`config.mk`:
```
export PLATFORM = sky130hd
export DESIGN_NAME = vector_register_file
export DESIGN_NICKNAME = d
export VERILOG_FILES = /design/src/rtl/vector_register_file.sv
export SDC_FILE = /design/constraint.sdc
export NUM_CORES = 2
export LEC_CHECK = 0
export CAP_MARGIN = 0
export CORE_MARGIN = 1
export CORE_UTILIZATION = 50
export CTS_CLUSTER_DIAMETER = 50
export DETAILED_ROUTE_END_ITERATION = 8
export HOLD_SLACK_MARGIN = 0.03
export PLACE_DENSITY = 0.67
export REMOVE_ABC_BUFFERS = 1
export SLEW_MARGIN = 20
export SYNTH_ARGS = -nofsm -noshare
export SYNTH_HDL_FRONTEND = slang
export SYNTH_SLANG_ARGS = --single-unit
```
`constraint.sdc`:
```
create_clock -name clk -period 7.2 [get_ports clk]
set_input_delay 1.44 -clock clk [delete_from_list [all_inputs] [get_ports clk]]
set_output_delay 1.44 -clock clk [all_outputs]
set_load 0.05 [all_outputs]
```
`src/rtl/vector_register_file.sv`:
```
// Multi-lane vector register file: two combinational read ports, one lane-masked write port,
// optional same-cycle write forwarding, optional hardwired zero register and a write counter.
module vector_register_file #(
    parameter int LANE_W   = 8,
    parameter int LANES    = 16,
    parameter int DEPTH    = 16,
    parameter int BYPASS   = 1,
    parameter int ZERO_REG = 0
) (
    input  logic                       clk,
    input  logic                       rst,
    input  logic                       clr,
    input  logic                       we,
    input  logic [$clog2(DEPTH)-1:0]   waddr,
    input  logic [LANES-1:0]           wmask,
    input  logic [LANES*LANE_W-1:0]    wdata,
    input  logic [$clog2(DEPTH)-1:0]   raddr_a,
    input  logic [$clog2(DEPTH)-1:0]   raddr_b,
    output logic [LANES*LANE_W-1:0]    rdata_a,
    output logic [LANES*LANE_W-1:0]    rdata_b,
    output logic [15:0]                wr_count
);
    localparam int AW = $clog2(DEPTH);
    localparam int VW = LANES * LANE_W;

    logic [VW-1:0] regFile [DEPTH];
    logic [VW-1:0] bitMask;
    logic [15:0]   wrCount;
    logic          zeroTarget;
    logic          commit;

    // Expand the per-lane mask to a per-bit mask so merging is a plain and/or.
    genvar gi;
    generate
        for (gi = 0; gi < LANES; gi++) begin : g_mask
            assign bitMask[gi*LANE_W +: LANE_W] = {LANE_W{wmask[gi]}};
        end
    endgenerate

    assign zeroTarget = (ZERO_REG != 0) && (waddr == '0);
    // A commit is a write that actually changes storage and counts; also gates forwarding.
    assign commit = we && (|wmask) && !zeroTarget && !rst && !clr;

    always_ff @(posedge clk) begin
        if (rst || clr) begin
            for (int i = 0; i < DEPTH; i++) begin
                regFile[i] <= '0;
            end
        end else if (commit) begin
            regFile[waddr] <= (regFile[waddr] & ~bitMask) | (wdata & bitMask);
        end
    end

    always_ff @(posedge clk) begin
        if (rst || clr) begin
            wrCount <= '0;
        end else if (commit && (wrCount != 16'hFFFF)) begin
            wrCount <= wrCount + 16'd1;
        end
    end

    assign wr_count = wrCount;

    function automatic logic [VW-1:0] readPort(input logic [AW-1:0] addr);
        logic [VW-1:0] stored;
        stored = regFile[addr];
        // Register 0 reads zero even before the first reset when hardwired.
        if ((ZERO_REG != 0) && (addr == '0)) begin
            stored = '0;
        end
        if ((BYPASS != 0) && commit && (addr == waddr)) begin
            readPort = (stored & ~bitMask) | (wdata & bitMask);
        end else begin
            readPort = stored;
        end
    endfunction

    always_comb begin
        rdata_a = readPort(raddr_a);
        rdata_b = readPort(raddr_b);
    end

endmodule

```
==> impl_metrics.yaml <==
worst_setup_path:
  worst-endpoint-required_ns: 5.76
  crit_path_cell_trace: "clkdlybuf4s50_1, nor4_1, buf_4, and4_1, nor3_2, buf_4, nand2_1, mux2_2, buf_4"
  cp-start-kind: "input port"
  crit_path_max_fanout: 9
  arrival_ns: 5.33
  slowest_stage: "nor3_2"
  path_common_cell: "buf_4"
  path_class: "in2out"
  critPathMaxStageDelay_ns: 0.98
  critPathTopFamily: "simple AND/OR/NAND/NOR gates"
  end_kind: "output pin"
  crit_buf_inv: 4
route:
  wl_per_cell_microns: 42.1
  wl_met3_mm: 91.8
  ant_nets: 0
  drt_wl_total_mm: 503
  vias: 93900
  maxUsedRoutingLayer: "met5"
  drt_iter0_drc: 18900
  drt-met1-wl_mm: 158
  wl_met2_mm: 214
  drc: 0
  routed_via_density: 7.86
  drtPass1Iterations: 8
die:
  core_sq_um: 241000
  die_h_microns: 496
  io_pins: 432
  rows: 180
  initial_core_util: 0.505
  die_area_sq_um: 246000
  die_x_microns: 496
pwr:
  p_switching_w: 0.00925
  seqPwrFrac: 0.440
  cellLeakagePower_nw: 47.8
  p_clk_frac: 0.392
  p_per_area_nw_per_um2: 234
  ir_drop_mv: 0.316
  switching_share: 0.287
  comb_power_share: 0.169
  p_int_w: 0.0230
  power_w: 0.0322
worst_hold_path:
  hold_path_class: "reg2reg"
cts:
  cts_resized: 0
  cts_made_buffers: 240
  htree_num_levels: 4
  root_buffer: "clkbuf_16"
  cts_tree: "yes"
  clk_latency_ns: 0.94
  clock_path_buffers: 3
  clk_pin_slew_ns: 0.06
  cts.sinks: 2064
  hold_buffers: 0
  post_cts_buffers: 0
global_routing:
  grt_remaining_overflow: 0
  grt_pass1_wl_mm: 697
  grt.total_usage: 0.406
  first_global_vias: 90700
  grt_max_degree: 129
  antenna_found_initial: 37
synthesis:
  synthesis.area_sq_um: 122000
  ys.flop_type: "edfxtp_1"
  ys_ff_latch: 2064
  yosysTopAreaCell: "edfxtp_1"
  synth_top_family_by_area: "multiplexers"
  synthAdderAreaFrac: 0.000103
  yosys-top-cells-count: "nor2_1 (2073), edfxtp_1 (2048), mux4_2 (1464)"
  netlist_instances: 8514
  async_flop_share: 0
  avgSynthCellArea_sq_um: 14.3
  synthTopCellsByArea: "edfxtp_1 (50%), mux4_2 (27%), nor2_1 (6.4%)"
  synth.most_common_cell: "nor2_1"
  ys_types: 53
  synth-compound-area-share: 0.0737
  synthSimpleGateAreaFrac: 0.0799
  yosys.area.top_type_share: 0.504
  ys_warn_count: 0
  muxShareOfSynthArea: 0.299
  ys_seq_area_frac: 0.507
  synthXorXnorAreaFrac: 0.000647
  synth_edf_count: 2048
sta:
  fmax_mhz: 148
  tightestPinTransition_ns: 1.36
  finClkSkew_ns: 0.0384
  min_period_ns: 6.77
  rsz0062_at_grt: "no"
  relSlewSlack: 0.0941
  final_max_slew_viol_count: 0
  tns_ns: 0
  post-route-period-util: 0.941
  setup_viol: 0
  finalHoldViolCount: 0
cells_and_area:
  final_cells: 11900
  area_growth_syn_to_layout_pct: 13.2
  design_area_sq_um: 138000
  drive_gt1_frac: 0.319
  finalNetCount: 8691
place:
  port_buffers: 431
  place_hpwl_mm: 282
  placed_cell_area_sq_um: 130000
  gp_congestion: 0.939
  dp.cells: 11500
status:
  status: "finished, final reports clean"
run:
  drv_cap: 0
## final timing paths
path / startpoint / slack [ns] / end / cells after the start
max: wmask[8] / 0.43 / rdata_b[71] / 9
min: wr_count[13] / 0.51 / wr_count[13] / 2
max reg2reg: regFile[7][126] / 4.64 / regFile[9][126] / 5
min reg2reg: wr_count[13] / 0.51 / wr_count[13] / 2
## area by class of cell
class	instances	area, sq um
multi-input cells	5489	55700
inverters	7	26.3
fillers	18600	103000
repair buffers	728	8330
clock inverters	175	1880
clock buffers	274	6220
flip-flops and latches	2064	61800
well taps	3185	3990
diodes	21	52.6
## kinds of logic after synthesis
| logic type | after synthesis |
|---|---|
| adders and majority gates | 1 |
| xor gates and xnor gates | 9 |
| and+or+nand+nor | 2494 |
| AOI/OAI and AO/OA | 1193 |
| muxes | 1792 |
| DFF | 2064 |
| buffers and inverters | 961 |
## cells in the final DEF, fill, tap and decap left out, types with 21 or more instances in the layout
master,Yosys,routed
nor2_1,2073,2063
edfxtp_1,2048,2048
mux4_2,1464,1464
a22oi_1,477,477
buf_4,168,357
clkbuf_16,0,244
buf_12,0,198
nand2_1,215,193
mux2_2,167,167
mux2i_1,161,161
clkdlybuf4s50_1,0,150
o22ai_1,147,147
a21oi_1,142,142
nand3_1,106,94
o21ai_0,84,84
a221oi_1,79,79
a21oi_2,67,67
a21oi_4,60,60
o31ai_1,41,41
a22o_1,39,39
clkinv_1,1,35
clkbuf_1,371,30
inv_6,0,28
clkinv_2,0,28
bufinv_16,0,26
clkinvlp_4,0,23
diode_2,0,21
## worst register-to-register path: stages, from the launching register on
cell and delay (ns):
edfxtp_1 0.41, mux4_2 0.51, a22oi_1 0.19, nand2_1 0.10
a311oi_2 0.93, nor3_1 0.13
## through the flow
stage	hold WS [ns]	utilization	setup WS, ns
2_1_floorplan	0.703	-	-6.70
3_3_place_gp	0.488	0.538	0.638
3_5_place_dp	0.484	0.538	0.550
4_1_cts	0.499	0.571	0.540
5_1_grt	0.545	0.571	0.472
6_report	0.507	0.572	0.425
## layer usage
metal	up-vias	GRT usage
met2	10800	0.579
li1	34100	-
met1	46600	0.514
met3	2354	0.162
met4	28	0.265
met5	-	0
## power by group through the flow
stage / combinational [W] / sequential [W] / clock [W]
floorplan: 0.00281 / 0.0142 / 0
CTS: 0.00528 / 0.0141 / 0.0126
global route: 0.00552 / 0.0142 / 0.0130
global placement: 0.00523 / 0.0143 / 0
detailed placement: 0.00526 / 0.0144 / 0
finish: 0.00544 / 0.0142 / 0.0126
## flip-flops by register name, indices dropped and copies added, names as in the netlist
register  cells
regFile    2048
wr_count     16
Note: power is estimated with default switching activity, not from simulation.
